===== src/rtl/fp_pkg.sv =====
// Shared floating-point definitions: divider FSM states, exception flag
// bit positions and constant encodings parameterised by exponent/fraction width.
package fp_pkg;

  typedef enum logic [1:0] {
    ST_IDLE   = 2'd0,
    ST_DIVIDE = 2'd1,
    ST_ROUND  = 2'd2,
    ST_DONE   = 2'd3
  } div_state_e;

  // Flag vector layout: {invalid, div_by_zero, overflow, underflow, inexact}
  localparam int FLAG_W         = 5;
  localparam int FLAG_INVALID   = 4;
  localparam int FLAG_DIV_ZERO  = 3;
  localparam int FLAG_OVERFLOW  = 2;
  localparam int FLAG_UNDERFLOW = 1;
  localparam int FLAG_INEXACT   = 0;

  // Widest encoding the constant helpers can build; callers truncate.
  localparam int FP_MAX_W = 128;

  // Positive infinity: exponent all ones, fraction zero, sign zero.
  function automatic logic [FP_MAX_W-1:0] fp_inf_bits(input int exp_w, input int frac_w);
    logic [FP_MAX_W-1:0] ones;
    ones = (FP_MAX_W'(1'b1) << exp_w) - FP_MAX_W'(1'b1);
    return ones << frac_w;
  endfunction

  // Canonical quiet NaN: sign zero, exponent all ones, fraction MSB set.
  function automatic logic [FP_MAX_W-1:0] fp_qnan_bits(input int exp_w, input int frac_w);
    return fp_inf_bits(exp_w, frac_w) | (FP_MAX_W'(1'b1) << (frac_w - 1));
  endfunction

endpackage


===== src/rtl/fp_round_rne.sv =====
// Round-to-nearest-even and exponent range check for a normalised mantissa.
// Produces the packed result (overflow to infinity, flush-to-zero on
// underflow) plus the overflow/underflow/inexact flags.
module fp_round_rne
  import fp_pkg::*;
#(
  parameter int EXP_W  = 8,
  parameter int FRAC_W = 23
) (
  input  logic                     sign_i,
  input  logic signed [EXP_W+1:0]  exp_i,
  input  logic [FRAC_W:0]          mant_i,
  input  logic                     guard_i,
  input  logic                     sticky_i,
  output logic [EXP_W+FRAC_W:0]    result_o,
  output logic [FLAG_W-1:0]        flags_o
);

  localparam int DATA_W = 1 + EXP_W + FRAC_W;
  localparam logic signed [EXP_W+1:0] EXP_MAX  = (EXP_W+2)'((1 << EXP_W) - 1);
  localparam logic [DATA_W-1:0]       INF_BITS = DATA_W'(fp_inf_bits(EXP_W, FRAC_W));

  logic                    round_up_s;
  logic [FRAC_W+1:0]       mant_sum_s;
  logic                    carry_s;
  logic [FRAC_W-1:0]       frac_s;
  logic signed [EXP_W+1:0] exp_rnd_s;
  logic                    exp_low_s;
  logic                    exp_high_s;

  // Ties go to the even mantissa; a carry out of the hidden bit renormalises.
  assign round_up_s = guard_i & (sticky_i | mant_i[0]);
  assign mant_sum_s = {1'b0, mant_i} + {{(FRAC_W+1){1'b0}}, round_up_s};
  assign carry_s    = mant_sum_s[FRAC_W+1];
  assign frac_s     = carry_s ? mant_sum_s[FRAC_W:1] : mant_sum_s[FRAC_W-1:0];
  assign exp_rnd_s  = exp_i + $signed({{(EXP_W+1){1'b0}}, carry_s});
  assign exp_low_s  = exp_rnd_s[EXP_W+1] | (exp_rnd_s == {(EXP_W+2){1'b0}});
  assign exp_high_s = ~exp_rnd_s[EXP_W+1] & (exp_rnd_s >= EXP_MAX);

  // Select overflow infinity, flushed zero, or the rounded normal result
  always_comb begin
    result_o = {DATA_W{1'b0}};
    flags_o  = {FLAG_W{1'b0}};
    if (exp_high_s) begin
      result_o                = {sign_i, INF_BITS[DATA_W-2:0]};
      flags_o[FLAG_OVERFLOW]  = 1'b1;
      flags_o[FLAG_INEXACT]   = 1'b1;
    end else if (exp_low_s) begin
      result_o                = {sign_i, {(DATA_W-1){1'b0}}};
      flags_o[FLAG_UNDERFLOW] = 1'b1;
      flags_o[FLAG_INEXACT]   = 1'b1;
    end else begin
      result_o                = {sign_i, exp_rnd_s[EXP_W-1:0], frac_s};
      flags_o[FLAG_INEXACT]   = guard_i | sticky_i;
    end
  end

endmodule


===== src/rtl/fp_div_seq.sv =====
// Sequential IEEE-754 divider: one quotient bit per cycle using a restoring
// divider over hidden-bit mantissas, then a single rounding cycle. Special
// operands (NaN, infinity, zero) bypass the iteration and finish at once.
// Subnormal inputs are treated as zero and tiny results are flushed to zero.
module fp_div_seq
  import fp_pkg::*;
#(
  parameter int EXP_W  = 8,
  parameter int FRAC_W = 23
) (
  input  logic                  clk,
  input  logic                  rst,
  input  logic                  in_valid,
  output logic                  in_ready,
  input  logic [EXP_W+FRAC_W:0] in1,
  input  logic [EXP_W+FRAC_W:0] in2,
  output logic                  out_valid,
  input  logic                  out_ready,
  output logic [EXP_W+FRAC_W:0] out,
  output logic [FLAG_W-1:0]     flags
);

  localparam int DATA_W = 1 + EXP_W + FRAC_W;
  localparam int ITER   = FRAC_W + 3;
  localparam int CNT_W  = $clog2(ITER);
  localparam int REM_W  = FRAC_W + 2;
  localparam logic signed [EXP_W+1:0] BIAS    = (EXP_W+2)'((1 << (EXP_W-1)) - 1);
  localparam logic signed [EXP_W+1:0] EXP_ONE = (EXP_W+2)'(1);
  localparam logic [EXP_W-1:0]        EXP_ONES = {EXP_W{1'b1}};
  localparam logic [CNT_W-1:0]        CNT_ONE  = CNT_W'(1);
  localparam logic [CNT_W-1:0]        CNT_LAST = CNT_W'(ITER - 1);
  localparam logic [DATA_W-1:0]       QNAN_BITS = DATA_W'(fp_qnan_bits(EXP_W, FRAC_W));
  localparam logic [DATA_W-1:0]       INF_BITS  = DATA_W'(fp_inf_bits(EXP_W, FRAC_W));

  div_state_e              state_q, state_d;
  logic [REM_W-1:0]        rem_q, rem_d;
  logic [FRAC_W:0]         mb_q, mb_d;
  logic [ITER-1:0]         quo_q, quo_d;
  logic [CNT_W-1:0]        cnt_q, cnt_d;
  logic signed [EXP_W+1:0] exp_q, exp_d;
  logic                    sign_q, sign_d;
  logic [DATA_W-1:0]       out_q, out_d;
  logic [FLAG_W-1:0]       flags_q, flags_d;

  // Operand decode
  logic [EXP_W-1:0]  a_exp_s, b_exp_s;
  logic [FRAC_W-1:0] a_frac_s, b_frac_s;
  logic a_zero_s, b_zero_s, a_inf_s, b_inf_s, a_nan_s, b_nan_s;
  logic sign_s;
  logic signed [EXP_W+1:0] exp_init_s;

  assign a_exp_s    = in1[DATA_W-2:FRAC_W];
  assign b_exp_s    = in2[DATA_W-2:FRAC_W];
  assign a_frac_s   = in1[FRAC_W-1:0];
  assign b_frac_s   = in2[FRAC_W-1:0];
  assign a_zero_s   = (a_exp_s == {EXP_W{1'b0}});
  assign b_zero_s   = (b_exp_s == {EXP_W{1'b0}});
  assign a_nan_s    = (a_exp_s == EXP_ONES) && (a_frac_s != {FRAC_W{1'b0}});
  assign b_nan_s    = (b_exp_s == EXP_ONES) && (b_frac_s != {FRAC_W{1'b0}});
  assign a_inf_s    = (a_exp_s == EXP_ONES) && (a_frac_s == {FRAC_W{1'b0}});
  assign b_inf_s    = (b_exp_s == EXP_ONES) && (b_frac_s == {FRAC_W{1'b0}});
  assign sign_s     = in1[DATA_W-1] ^ in2[DATA_W-1];
  assign exp_init_s = $signed({2'b00, a_exp_s}) - $signed({2'b00, b_exp_s}) + BIAS;

  logic              special_s;
  logic [DATA_W-1:0] spec_out_s;
  logic [FLAG_W-1:0] spec_flags_s;

  // Classify the operand pair and build the early result for special cases
  always_comb begin
    special_s    = 1'b1;
    spec_out_s   = {DATA_W{1'b0}};
    spec_flags_s = {FLAG_W{1'b0}};
    if (a_nan_s || b_nan_s || (a_zero_s && b_zero_s) || (a_inf_s && b_inf_s)) begin
      spec_out_s                  = QNAN_BITS;
      spec_flags_s[FLAG_INVALID]  = 1'b1;
    end else if (a_inf_s) begin
      spec_out_s                  = {sign_s, INF_BITS[DATA_W-2:0]};
    end else if (b_zero_s) begin
      spec_out_s                  = {sign_s, INF_BITS[DATA_W-2:0]};
      spec_flags_s[FLAG_DIV_ZERO] = 1'b1;
    end else if (b_inf_s || a_zero_s) begin
      spec_out_s                  = {sign_s, {(DATA_W-1){1'b0}}};
    end else begin
      special_s                   = 1'b0;
    end
  end

  // The single subtractor shared by every iteration; the extra top bit is the borrow.
  logic [REM_W:0]   sub_s;
  logic             q_bit_s;
  logic [REM_W-1:0] rem_next_s;
  logic             rem_nz_s;
  logic             last_iter_s;

  assign sub_s       = {1'b0, rem_q} - {2'b00, mb_q};
  assign q_bit_s     = ~sub_s[REM_W];
  assign rem_next_s  = q_bit_s ? sub_s[REM_W-1:0] : rem_q;
  assign rem_nz_s    = (rem_q != {REM_W{1'b0}});
  assign last_iter_s = (cnt_q == CNT_LAST);

  logic [FRAC_W:0]         norm_mant_s;
  logic                    norm_guard_s;
  logic                    norm_sticky_s;
  logic signed [EXP_W+1:0] norm_exp_s;

  // Normalise: a quotient below one is shifted left once and the exponent drops by one
  always_comb begin
    norm_mant_s   = quo_q[ITER-1:2];
    norm_guard_s  = quo_q[1];
    norm_sticky_s = quo_q[0] | rem_nz_s;
    norm_exp_s    = exp_q;
    if (quo_q[ITER-1]) begin
      norm_mant_s   = quo_q[ITER-1:2];
      norm_guard_s  = quo_q[1];
      norm_sticky_s = quo_q[0] | rem_nz_s;
      norm_exp_s    = exp_q;
    end else begin
      norm_mant_s   = quo_q[ITER-2:1];
      norm_guard_s  = quo_q[0];
      norm_sticky_s = rem_nz_s;
      norm_exp_s    = exp_q - EXP_ONE;
    end
  end

  logic [DATA_W-1:0] rnd_result_s;
  logic [FLAG_W-1:0] rnd_flags_s;

  fp_round_rne #(
    .EXP_W  (EXP_W),
    .FRAC_W (FRAC_W)
  ) u_round (
    .sign_i   (sign_q),
    .exp_i    (norm_exp_s),
    .mant_i   (norm_mant_s),
    .guard_i  (norm_guard_s),
    .sticky_i (norm_sticky_s),
    .result_o (rnd_result_s),
    .flags_o  (rnd_flags_s)
  );

  // FSM state register; reset aborts any division in flight
  always_ff @(posedge clk) begin
    if (rst) begin
      state_q <= ST_IDLE;
    end else begin
      state_q <= state_d;
    end
  end

  // FSM next-state logic
  always_comb begin
    state_d = state_q;
    case (state_q)
      ST_IDLE: begin
        if (in_valid) begin
          state_d = special_s ? ST_DONE : ST_DIVIDE;
        end else begin
          state_d = ST_IDLE;
        end
      end
      ST_DIVIDE: begin
        if (last_iter_s) begin
          state_d = ST_ROUND;
        end else begin
          state_d = ST_DIVIDE;
        end
      end
      ST_ROUND: state_d = ST_DONE;
      ST_DONE: begin
        if (out_ready) begin
          state_d = ST_IDLE;
        end else begin
          state_d = ST_DONE;
        end
      end
      default: state_d = ST_IDLE;
    endcase
  end

  // FSM outputs: handshake signals decoded from the registered state
  always_comb begin
    in_ready  = 1'b0;
    out_valid = 1'b0;
    case (state_q)
      ST_IDLE: in_ready  = 1'b1;
      ST_DONE: out_valid = 1'b1;
      default: begin
        in_ready  = 1'b0;
        out_valid = 1'b0;
      end
    endcase
  end

  // Datapath next state: load operands, iterate, then capture the rounded result
  always_comb begin
    rem_d   = rem_q;
    mb_d    = mb_q;
    quo_d   = quo_q;
    cnt_d   = cnt_q;
    exp_d   = exp_q;
    sign_d  = sign_q;
    out_d   = out_q;
    flags_d = flags_q;
    case (state_q)
      ST_IDLE: begin
        if (in_valid) begin
          sign_d = sign_s;
          if (special_s) begin
            out_d   = spec_out_s;
            flags_d = spec_flags_s;
          end else begin
            rem_d = {1'b0, 1'b1, a_frac_s};
            mb_d  = {1'b1, b_frac_s};
            quo_d = {ITER{1'b0}};
            cnt_d = {CNT_W{1'b0}};
            exp_d = exp_init_s;
          end
        end else begin
          sign_d = sign_q;
        end
      end
      ST_DIVIDE: begin
        rem_d = rem_next_s << 1'b1;
        quo_d = {quo_q[ITER-2:0], q_bit_s};
        cnt_d = cnt_q + CNT_ONE;
      end
      ST_ROUND: begin
        out_d   = rnd_result_s;
        flags_d = rnd_flags_s;
      end
      ST_DONE: begin
        out_d   = out_q;
        flags_d = flags_q;
      end
      default: begin
        out_d   = out_q;
        flags_d = flags_q;
      end
    endcase
  end

  // Datapath registers; the result registers clear on reset
  always_ff @(posedge clk) begin
    if (rst) begin
      rem_q   <= {REM_W{1'b0}};
      mb_q    <= {(FRAC_W+1){1'b0}};
      quo_q   <= {ITER{1'b0}};
      cnt_q   <= {CNT_W{1'b0}};
      exp_q   <= {(EXP_W+2){1'b0}};
      sign_q  <= 1'b0;
      out_q   <= {DATA_W{1'b0}};
      flags_q <= {FLAG_W{1'b0}};
    end else begin
      rem_q   <= rem_d;
      mb_q    <= mb_d;
      quo_q   <= quo_d;
      cnt_q   <= cnt_d;
      exp_q   <= exp_d;
      sign_q  <= sign_d;
      out_q   <= out_d;
      flags_q <= flags_d;
    end
  end

  assign out   = out_q;
  assign flags = flags_q;

endmodule


===== config.mk =====
export PLATFORM = sky130hd
export DESIGN_NAME = fp_div_seq
export DESIGN_NICKNAME = d
export VERILOG_FILES = /design/src/rtl/fp_pkg.sv /design/src/rtl/fp_round_rne.sv /design/src/rtl/fp_div_seq.sv
export SDC_FILE = /design/constraint.sdc
export NUM_CORES = 1
export LEC_CHECK = 0
export ABC_AREA = 1
export BUFFER_PORTS_ARGS = -buffer_cell sky130_fd_sc_hd__buf_2
export CAP_MARGIN = 40
export CORE_MARGIN = 3
export CORE_UTILIZATION = 55
export CTS_CLUSTER_SIZE = 24
export DETAILED_ROUTE_END_ITERATION = 8
export PLACE_DENSITY = 0.87
export SETUP_SLACK_MARGIN = 0.2
export SLEW_MARGIN = 15
export SYNTH_ARGS = -nofsm -noshare
export SYNTH_HDL_FRONTEND = slang
export SYNTH_SLANG_ARGS = --single-unit

===== constraint.sdc =====
create_clock -name clk -period 4.25 [get_ports clk]
set_input_delay 0.425 -clock clk [delete_from_list [all_inputs] [get_ports clk]]
set_output_delay 0.425 -clock clk [all_outputs]
set_load 0.01 [all_outputs]

==> qor.csv <==
metric,value,unit
status,finished clean,
routed wire length,26.4,mm
clock-pin slew on the worst setup and hold paths,0.06,ns
crit path DAT,4.09,ns
Worst path max stage delay,0.39,ns
r2r endpoint,out[10],
slew margin rel.,47.5,%
Hold EP,mb_q[4],
hold path cells,3,
Reg2Reg Setup Slack,0.45,ns
CTS Sinks,130,
Yosys cell types,53,
gr busiest metal,met2,
Max Freq,0.263,GHz
CTS Buf Count,17,
final count of negative-setup-slack endpoints,0,
GRT Total Usage,28.1,%
Leak,0.00489,uW
Post-synth EDFFs,0,
drt first-iter violations,859,
met3 usage,4.26,%
hpwl dp,19.8,mm
ys flop type,dfxtp_1,
vias per inst,5.52,
ratio of cells with drive above 1 in the final layout,14.2,%
Slew Limit Fails,0,
row count,47,
Crit path top cell by count,nand2_1,
cell area after synthesis,9420,sq um
P&R area growth vs syn,14.3,%
H-tree depth,4,
number of synthesized register bits,130,
die width,137,um
sequential share of the synthesized area,27.6,%
Placed Instances,1816,
CP startpoint kind,register,
setup_tns,0,ns
RR Startpoint,quo_q[25],
syn avg cell area,6.17,sq um
vias in the first global route,9358,
Skew-Pair Late Insertion Delay,0.43,ns
FF-to-FF path depth,26,
Max VDD drop,0.306,mV
1st-pass router iterations,8,
Worst Tran Pin Value,0.786,ns
Post-route DRC,0,
CP max FO,15,
Final GP Congestion,1.06,
critical path required time,4.54,ns
clock skew,0.00936,ns
Yosys Warn Count,0,
Final Hold Viols,0,
Routed WL per cell,14.2,um
Die H,137,um
CP Class,reg -> reg,
Synth Net Count,1636,
Core Area,16700,sq um
Post-Syn Instances,1527,
total grt overflow,0,
Post-synth ARST share,0,%
post-layout minimum cycle time,3.80,ns
nets,1733,
"non-filler cells, final",1857,
via count,10259,
TritonCTS clock tree,yes,
worst min path class,in -> reg,
GR Layer Usage met2,49.6,%
initial antenna violation count,0,
clock buffer depth,2,
M1 GR Usage,34.7,%
largest net degree at the start of global routing,61,
CTS Root Cell,clkbuf_16,
"most common cell after layout, fill and taps aside",nand2_1,
Tcrit/Tclk final,89.5,%
first-pass GRT wire length,42.7,mm
ant diodes,0,
unrepaired setup endpoints after global routing,true,
largest area contributor in the netlist,dfxtp_1,
max cap viols,0,
initial core utilization,56.4,%
Port Buffers,106,
antenna-violating nets left,0,
Top Ports,107,
Setup crit end kind,register,
Power Dens Cells,399,nW/um^2
most frequent cells in the layout,"360 x nand2_1, 212 x nor2_1, 190 x inv_1",
min-delay src,in2[4],
CP max-delay cell,dfxtp_4,
"top cells by area, synth","dfxtp_1 28%, nand2_1 14%, nor2_1 8.6%, inv_1 7.6%, a21oi_1 5.5%",
die area,18700,sq um
share of the synthesized area in the top cell type,27.6,%
## worst max path at each step
stage,start,endpoint,slack (ns),cells after the start
floorplan,quo_q[25],out[23],0.63,27
global placement,quo_q[25],flags[0],0.41,24
detailed placement,quo_q[25],flags[0],0.29,25
CTS,quo_q[25],out[11],0.26,25
global route,quo_q[25],flags[0],0.14,23
finish,quo_q[25],out[10],0.45,26
## Yosys cell counts, drive strengths merged (3+ instances only)
master	n
a21boi	3
a21o	3
a21oi	105
a31oi	5
buf	24
clkbuf	29
clkinv	3
dfxtp	130
ha	39
inv	200
nand2	377
nand3	102
nand3b	5
nand4	36
nor2	222
nor3	24
nor4	4
o211ai	9
o21ai	113
o21bai	8
o22ai	24
or2	10
xnor2	15
xor2	24
## metrics by stage
stage / hold WS (ns) / instance area, sq um / power, uW / setup slack (ns) / util (%)
after detailed placement: 0.454 / 10100 / 2880 / 0.290 / 60.3
after global placement: 0.450 / 10000 / 2840 / 0.408 / 60.2
final: 0.276 / 10800 / 4290 / 0.445 / 64.4
after CTS: 0.271 / 10600 / 4230 / 0.256 / 63.6
after floorplan: 0.439 / 9420 / 2540 / 0.632 / -
after global routing: 0.296 / 10800 / 4560 / 0.139 / 64.4
## routing by layer
layer | routed length (um) | part of all wire, % | vias to the layer above
li1 | - | - | 5138
met2 | 13000 | 49 | 361
met5 | 0 | 0 | -
met1 | 11100 | 42 | 4699
met4 | 669 | 2.5 | 0
met3 | 1630 | 6.2 | 61
## power breakdown
group	internal, uW	switching (uW)
clock	764	602
sequential	1290	64.4
combinational	546	1020
total	2600	1690
## flip-flops by register name, summed over array words and instances (netlist names)
| register | flops |
|---|---|
| sign_q | 1 |
| rem_q | 25 |
| out | 32 |
| state_q | 2 |
| cnt_q | 5 |
| exp_q | 10 |
| quo_q | 26 |
| mb_q | 24 |
| flags | 5 |
## worst max-delay path: cells and delay by family, from the launching register on
| family | cells | cell delay, ns |
|---|---|---|
| adder cells (fa/ha/maj) | 1 | 0.20 |
| AND/OR/NAND/NOR | 18 | 2.27 |
| flip-flops | 1 | 0.39 |
| AO/OA/AOI/OAI | 2 | 0.14 |
| buffers and inverters | 5 | 0.66 |
## final cells by class
cell class	count	area, sq um
Timing Repair Buffer	130	743
Tap cell	220	275
Fill cell	1507	5940
Clock buffer	18	439
Sequential cell	130	2610
Inverter	203	764
Multi-Input combinational cell	1142	5830
Clock inverter	14	108
## timing repair
action / CTS / global route
setup buffers: 0 / 8
resized for setup: 0 / 20
setup endpoints to repair: 0 / 33
hold buffers: 0 / 0
## cells by family (layout without fill, tap and decap cells)
family,after synthesis,count (layout),share of synthesized area [%]
AO/OA/AOI/OAI,276,276,16.4
XOR/XNOR,39,39,3.63
adder cells (fa/ha/maj),41,41,5.61
buffers and inverters,256,365,11.2
flip-flops,130,130,27.6
AND/OR/NAND/NOR,785,786,35.5
Power figures use the tool's default switching activity.
